**src/rtl/memory_access_unit_pkg.sv**
```systemverilog
// Shared encodings for the MEM-stage load/store unit: request opcodes,
// response error codes, FSM states and small opcode classifiers.
package memory_access_unit_pkg;

  // Request opcodes as presented on req_op.
  typedef enum logic [2:0] {
    MEM_OP_LW  = 3'd0,
    MEM_OP_LH  = 3'd1,
    MEM_OP_LHU = 3'd2,
    MEM_OP_LB  = 3'd3,
    MEM_OP_LBU = 3'd4,
    MEM_OP_SW  = 3'd5,
    MEM_OP_SH  = 3'd6,
    MEM_OP_SB  = 3'd7
  } mem_op_e;

  // Response error codes as presented on resp_error.
  typedef enum logic [1:0] {
    MEM_ERR_NONE     = 2'd0,
    MEM_ERR_MISALIGN = 2'd1,
    MEM_ERR_RANGE    = 2'd2
  } mem_err_e;

  // Unit state: either free for a new request or finishing a sub-word store.
  typedef enum logic {
    ST_IDLE      = 1'b0,
    ST_RMW_WRITE = 1'b1
  } mau_state_e;

  // True for every opcode that returns data from memory.
  function automatic logic is_load(input mem_op_e op);
    logic result;
    case (op)
      MEM_OP_LW, MEM_OP_LH, MEM_OP_LHU, MEM_OP_LB, MEM_OP_LBU: result = 1'b1;
      default:                                                 result = 1'b0;
    endcase
    return result;
  endfunction

  // True for the stores that need a read-modify-write of the whole word.
  function automatic logic is_sub_word_store(input mem_op_e op);
    logic result;
    case (op)
      MEM_OP_SH, MEM_OP_SB: result = 1'b1;
      default:              result = 1'b0;
    endcase
    return result;
  endfunction

  // Alignment rule: words need addr[1:0]==0, halfwords need addr[0]==0.
  function automatic logic is_misaligned(input mem_op_e op, input logic [1:0] off);
    logic result;
    case (op)
      MEM_OP_LW, MEM_OP_SW:              result = (off != 2'b00);
      MEM_OP_LH, MEM_OP_LHU, MEM_OP_SH:  result = off[0];
      default:                           result = 1'b0;
    endcase
    return result;
  endfunction

endpackage

```
**src/rtl/memory_access_unit_byte_lane_align.sv**
```systemverilog
// Combinational little-endian lane logic: extracts and extends a load
// result from a memory word, and merges a byte/halfword into a word for
// sub-word stores.
module byte_lane_align
  import memory_access_unit_pkg::*;
(
  input  logic [31:0] rd_word_i,
  input  logic [31:0] wdata_i,
  input  logic [1:0]  byte_off_i,
  input  mem_op_e     op_i,
  output logic [31:0] load_data_o,
  output logic [31:0] merged_word_o
);

  // Select the addressed lane and sign- or zero-extend it to 32 bits.
  function automatic logic [31:0] load_extract(input logic [31:0] word,
                                               input logic [1:0]  off,
                                               input mem_op_e     op);
    logic [15:0] half;
    logic [7:0]  lane;
    logic [31:0] result;
    half = off[1] ? word[31:16] : word[15:0];
    case (off)
      2'd0:    lane = word[7:0];
      2'd1:    lane = word[15:8];
      2'd2:    lane = word[23:16];
      2'd3:    lane = word[31:24];
      default: lane = word[7:0];
    endcase
    case (op)
      MEM_OP_LW:  result = word;
      MEM_OP_LH:  result = {{16{half[15]}}, half};
      MEM_OP_LHU: result = {16'h0000, half};
      MEM_OP_LB:  result = {{24{lane[7]}}, lane};
      MEM_OP_LBU: result = {24'h00_0000, lane};
      default:    result = 32'h0000_0000;
    endcase
    return result;
  endfunction

  // Replace the addressed byte/halfword of the current word with store data.
  function automatic logic [31:0] store_merge(input logic [31:0] word,
                                              input logic [31:0] wdata,
                                              input logic [1:0]  off,
                                              input mem_op_e     op);
    logic [31:0] result;
    result = word;
    case (op)
      MEM_OP_SW: result = wdata;
      MEM_OP_SH: begin
        if (off[1]) begin
          result[31:16] = wdata[15:0];
        end else begin
          result[15:0] = wdata[15:0];
        end
      end
      MEM_OP_SB: begin
        case (off)
          2'd0:    result[7:0]   = wdata[7:0];
          2'd1:    result[15:8]  = wdata[7:0];
          2'd2:    result[23:16] = wdata[7:0];
          2'd3:    result[31:24] = wdata[7:0];
          default: result        = word;
        endcase
      end
      default: result = word;
    endcase
    return result;
  endfunction

  assign load_data_o   = load_extract(rd_word_i, byte_off_i, op_i);
  assign merged_word_o = store_merge(rd_word_i, wdata_i, byte_off_i, op_i);

endmodule

```
**src/rtl/memory_access_unit.sv**
```systemverilog
// MEM-stage load/store unit in front of a word-addressed data_memory with a
// combinational read and negedge write commit. Loads and SW complete in one
// cycle; SB/SH read the word in the accept cycle and write the merged word
// in a second cycle, holding off the pipeline through req_ready.
module memory_access_unit
  import memory_access_unit_pkg::*;
#(
  parameter int MEM_DEPTH = 2048
) (
  input  logic        clock,
  input  logic        reset_n,
  input  logic        req_valid,
  output logic        req_ready,
  input  logic [2:0]  req_op,
  input  logic [31:0] req_addr,
  input  logic [31:0] req_wdata,
  output logic        resp_valid,
  output logic [31:0] resp_rdata,
  output logic [1:0]  resp_error,
  output logic [29:0] mem_address,
  output logic        mem_write_enable,
  output logic [31:0] mem_write_input,
  input  logic [31:0] mem_read_result
);

  localparam logic [29:0] DEPTH_WORDS = 30'(MEM_DEPTH);

  mau_state_e  state_q, state_d;
  logic [29:0] addr_q, addr_d;
  logic [31:0] merged_q, merged_d;
  logic        resp_valid_q, resp_valid_d;
  logic [31:0] resp_rdata_q, resp_rdata_d;
  mem_err_e    resp_error_q, resp_error_d;

  mem_op_e     op_s;
  mem_err_e    err_s;
  logic        accept_s;
  logic        write_s;
  logic [29:0] mem_address_s;
  logic [31:0] write_word_s;
  logic [31:0] load_data_s;
  logic [31:0] merged_word_s;

  assign op_s     = mem_op_e'(req_op);
  assign accept_s = (state_q == ST_IDLE) && req_valid;

  byte_lane_align u_lane (
    .rd_word_i     (mem_read_result),
    .wdata_i       (req_wdata),
    .byte_off_i    (req_addr[1:0]),
    .op_i          (op_s),
    .load_data_o   (load_data_s),
    .merged_word_o (merged_word_s)
  );

  // Classify the incoming request; misalignment outranks out-of-range.
  always_comb begin
    err_s = MEM_ERR_NONE;
    if (is_misaligned(op_s, req_addr[1:0])) begin
      err_s = MEM_ERR_MISALIGN;
    end else if (req_addr[31:2] >= DEPTH_WORDS) begin
      err_s = MEM_ERR_RANGE;
    end else begin
      err_s = MEM_ERR_NONE;
    end
  end

  // Drive the memory port: request address while idle, latched RMW word otherwise.
  always_comb begin
    mem_address_s = req_addr[31:2];
    write_word_s  = req_wdata;
    write_s       = 1'b0;
    case (state_q)
      ST_IDLE: begin
        if (accept_s && (err_s == MEM_ERR_NONE) && (op_s == MEM_OP_SW)) begin
          write_s = 1'b1;
        end else begin
          write_s = 1'b0;
        end
      end
      ST_RMW_WRITE: begin
        mem_address_s = addr_q;
        write_word_s  = merged_q;
        write_s       = 1'b1;
      end
      default: begin
        write_s = 1'b0;
      end
    endcase
  end

  // Next-state and response computation for the two-state FSM.
  always_comb begin
    state_d      = state_q;
    addr_d       = addr_q;
    merged_d     = merged_q;
    resp_valid_d = 1'b0;
    resp_rdata_d = 32'h0000_0000;
    resp_error_d = MEM_ERR_NONE;
    case (state_q)
      ST_IDLE: begin
        if (accept_s) begin
          if (err_s != MEM_ERR_NONE) begin
            resp_valid_d = 1'b1;
            resp_error_d = err_s;
          end else if (is_sub_word_store(op_s)) begin
            addr_d   = req_addr[31:2];
            merged_d = merged_word_s;
            state_d  = ST_RMW_WRITE;
          end else if (is_load(op_s)) begin
            resp_valid_d = 1'b1;
            resp_rdata_d = load_data_s;
          end else begin
            resp_valid_d = 1'b1;
          end
        end else begin
          state_d = ST_IDLE;
        end
      end
      ST_RMW_WRITE: begin
        resp_valid_d = 1'b1;
        state_d      = ST_IDLE;
      end
      default: begin
        state_d = ST_IDLE;
      end
    endcase
  end

  // FSM state and registered response outputs, synchronous active-low reset.
  always_ff @(posedge clock) begin
    if (!reset_n) begin
      state_q      <= ST_IDLE;
      addr_q       <= 30'h0000_0000;
      merged_q     <= 32'h0000_0000;
      resp_valid_q <= 1'b0;
      resp_rdata_q <= 32'h0000_0000;
      resp_error_q <= MEM_ERR_NONE;
    end else begin
      state_q      <= state_d;
      addr_q       <= addr_d;
      merged_q     <= merged_d;
      resp_valid_q <= resp_valid_d;
      resp_rdata_q <= resp_rdata_d;
      resp_error_q <= resp_error_d;
    end
  end

  // Gating by reset_n guarantees no write lands while reset is asserted,
  // including an abandoned RMW write.
  assign mem_write_enable = write_s & reset_n;
  assign mem_address      = mem_address_s;
  assign mem_write_input  = write_word_s;
  assign req_ready        = (state_q == ST_IDLE);
  assign resp_valid       = resp_valid_q;
  assign resp_rdata       = resp_rdata_q;
  assign resp_error       = resp_error_q;

endmodule
```
**config.mk**
```make
export PLATFORM = sky130hd
export DESIGN_NAME = memory_access_unit
export DESIGN_NICKNAME = d
export VERILOG_FILES = /design/src/rtl/memory_access_unit_pkg.sv /design/src/rtl/memory_access_unit_byte_lane_align.sv /design/src/rtl/memory_access_unit.sv
export SDC_FILE = /design/constraint.sdc
export NUM_CORES = 1
export LEC_CHECK = 0
export ABC_AREA = 1
export CORE_ASPECT_RATIO = 1.1
export CORE_MARGIN = 2
export CORE_UTILIZATION = 45
export DETAILED_ROUTE_END_ITERATION = 12
export PLACE_DENSITY = 0.92
export REMOVE_ABC_BUFFERS = 1
export SLEW_MARGIN = 30
export SYNTH_ARGS = -nofsm -noshare
export SYNTH_HDL_FRONTEND = slang
export SYNTH_SLANG_ARGS = --single-unit
```
**constraint.sdc**
```tcl
create_clock -name clock -period 1.8 [get_ports clock]
set_input_delay 0.27 -clock clock [delete_from_list [all_inputs] [get_ports clock]]
set_output_delay 0.27 -clock clock [all_outputs]
set_load 0.1 [all_outputs]
```
==> results <==
## routing by layer
layer | part of all wire | routed length [um] | vias up | global-route usage
li1 | - | - | 3411 | -
met1 | 0.37 | 7826 | 3126 | 0.3550
met2 | 0.47 | 9925 | 415 | 0.4919
met3 | 0.092 | 1918 | 97 | 0.06627
met4 | 0.060 | 1245 | 0 | 0.1574
met5 | 0 | 0 | - | 0
## report_power, final
group | leakage (nW) | internal, mW | total (mW) | switching [mW]
sequential | 0.789 | 2.17 | 2.17 | 0.00129
clock | 0.154 | 1.29 | 2.12 | 0.834
combinational | 3.51 | 0.691 | 1.81 | 1.12
## area by class of cell
class                   count  area, um2
clock inverters             4      75.07
multi-input cells         655       2965
fillers                   827       2709
repair buffers            294       3390
inverters                 116      435.4
well taps                 154      192.7
clock buffers              11      252.7
flip-flops and latches     98       1962
## worst min path at each step
stage,to,cells past startpoint,slack [ns],start
2_1_floorplan,merged_q[0],2,0.39,reset_n
3_3_place_gp,addr_q[22],2,0.43,addr_q[22]
3_5_place_dp,addr_q[23],2,0.43,addr_q[23]
4_1_cts,resp_error[1],5,0.33,reset_n
5_1_grt,resp_error[1],5,0.35,reset_n
6_report,resp_error[1],5,0.34,reset_n
## synthesized netlist by cell type
| cell | count | area [um2] |
|---|---|---|
| a21oi_1 | 41 | 205.2 |
| a22oi_1 | 7 | 52.55 |
| a31oi_1 | 4 | 25.02 |
| and3_1 | 5 | 31.28 |
| buf_1 | 2 | 7.510 |
| buf_2 | 13 | 65.06 |
| buf_4 | 1 | 7.510 |
| buf_6 | 4 | 45.04 |
| clkbuf_1 | 27 | 101.4 |
| clkinv_1 | 2 | 7.510 |
| dfxtp_1 | 98 | 1962 |
| inv_1 | 112 | 420.4 |
| inv_2 | 2 | 7.510 |
| nand2_1 | 262 | 983.4 |
| nand2_2 | 2 | 12.51 |
| nand3_1 | 42 | 210.2 |
| nand3_2 | 1 | 10.01 |
| nand3_4 | 1 | 17.52 |
| nand4_1 | 2 | 12.51 |
| nor2_1 | 157 | 589.3 |
| nor2_2 | 1 | 6.260 |
| nor2_4 | 2 | 22.52 |
| nor3_1 | 15 | 75.07 |
| o2111ai_1 | 5 | 43.79 |
| o211ai_1 | 15 | 112.6 |
| o21ai_0 | 83 | 415.4 |
| o21ai_1 | 2 | 10.01 |
| o22ai_1 | 6 | 37.54 |
| o22ai_2 | 1 | 12.51 |
## flip-flops by register name (all words and copies together), names as in the netlist
name,count
merged_q,32
resp_rdata,32
addr_q,30
resp_error,2
resp_valid,1
state_q,1
## layout by cell type, fill, tap and decap left out, types with 5 or more instances in the layout
| master | count |
|---|---|
| inv_1 | 108 |
| o22ai_1 | 6 |
| nand2_2 | 9 |
| nand3_2 | 5 |
| inv_2 | 6 |
| o2111ai_1 | 5 |
| nand3_1 | 39 |
| nor2_1 | 153 |
| clkdlybuf4s50_1 | 76 |
| dlygate4sd2_1 | 17 |
| a22oi_1 | 7 |
| o21ai_1 | 44 |
| clkbuf_16 | 12 |
| a21oi_1 | 40 |
| and3_1 | 5 |
| buf_4 | 114 |
| nor3_1 | 15 |
| o211ai_1 | 15 |
| dfxtp_1 | 98 |
| o21ai_0 | 38 |
| buf_12 | 72 |
| nand2_1 | 255 |
## logic make-up (layout without fill, tap and decap cells)
kind of cell           after synthesis  after routing  synth area share
AOI/OAI and AO/OA                  164            164            0.1660
DFF                                 98             98            0.3561
buffers and inverters              163            425            0.1201
and+or+nand+nor                    490            491            0.3577
## worst reg2reg max path, delay by kind of cell (launching register included)
kind	cells	cell delay, ns
AOI/OAI and AO/OA	1	0.23
buffers and inverters	3	0.56
DFF	1	0.34
and+or+nand+nor	3	0.51
## stage by stage
stage                     worst slack [ns]  total power [mW]  hold slack (ns)  utilization  setup TNS, ns
after floorplan                     -3.057             3.115           0.3904            -        -340.26
after global placement             -0.3182             3.974           0.4258       0.7314         -24.22
after detailed placement           -0.5184             3.996           0.4293       0.7314         -41.05
after CTS                         -0.08074             6.096           0.3287       0.7608       -0.08074
after global routing              -0.07301             6.299           0.3537       0.7739         -1.813
final                             -0.02685             6.100           0.3443       0.7739       -0.04156
## timing repair
action	in CTS	in global routing
resized for setup	80	23
cloned	0	6
buffers inserted	2	2
endpoints found under the setup margin	126	97
pin swaps	18	9
==> results.toml <==
[synthesis]
synth-seq-cells = 98
synth_area_um2 = 5509
syn_inst = 915
ys_seq_area_frac = 0.3561
ys_warn_count = 0
avgSynthCellArea_um2 = 6.021
yosysUniqueCellTypes = 29

[power_and_ir_drop]
max-vdd-ir-drop_v = 0.0005590
power.density_nw_per_um2 = 657.8
p_leak_nw = 4.457

[finish]
nNetsFinal = 1276
drive_above_1_share = 0.2080
insertedDiodeCount = 0
synthToLayoutAreaGrowth_pct = 68.32
final_cells = 1332
fin_area_um2 = 9273

[clocking]
clkTransAtPathRegs_ns = 0.07
cts.sink_count = 98
cts.hold.buffers_added = 0
root_buffer = "clkbuf_16"
tritoncts = "done"
cts_max_level = 3
clock_latency_ns = 0.34
cts_buffers = 9
clockBufferDepth = 2

[setup_path]
end_kind = "output port"
regToRegEndpoint = "resp_rdata[2]"
regToRegStartpoint = "state_q"
path_delay_family = "buffers and inverters"
slowest_stage = "dfxtp_1"
start_kind = "register"
crit_fanout = 68
r2r_slack_ns = 0.07
worstSetupPathType = "register to output port"
endpoint = "mem_write_input[23]"
crit_start = "state_q"
crit_chain = "inv_2 -> buf_12 -> nand2_1 -> o21ai_1 -> buf_12"
worst_ep_arrival_time_ns = 1.56
crit_path_frequent_cell = "buf_12"
worst-path-buf-inv = 3
required_ns = 1.53
crit_path_max_incr_delay_ns = 0.34
crit_cells = 5
reg2regPathDepth = 7

[timing]
hold_viol_final = 0
min_period_ns = 1.827
rsz0062_at_grt = "yes"
fmax_mhz = 547.4
fin_ws_ns = -0.02685
skew_ns = 0.005936
period_share = 1.015
slew_headroom = 0.6454
setup_viol = 4
final_max_slew_viol_count = 0
worstMarginPinSlew_ns = 0.5318

[route]
drtIter0Drc = 617
drc_errors = 0
wl_per_cell_um = 15.70
num_vias = 7049
wirelength_um = 20920
first_pass_iters = 6
via_per_inst = 5.292
antenna_left = 0

[die]
pin_count = 201
rows = 42
die_x_um = 109.5
core-area_um2 = 11980
die_h_um = 120.0
start_util = 0.4598
die-area_um2 = 13140

[global_route]
grt_start_max_net_pins = 69
grt_pass1_wl_um = 30790
track_usage = 0.2975
antenna_found_initial = 0
gr-total-overflow = 0
first_global_vias = 6411

[job]
maxCapViolations = 0

[status]
outcome = "finished with violations"
violations = "negative setup slack"

[place]
placed_area_um2 = 8763
gp_congestion = 1.021
dp.cells = 1307
portBuffers = 200
dp_hpwl_um = 15170

[worst_hold_path]
min-delay-path-class = "primary input to register"
No activity file was read; power rests on OpenSTA's default activity.
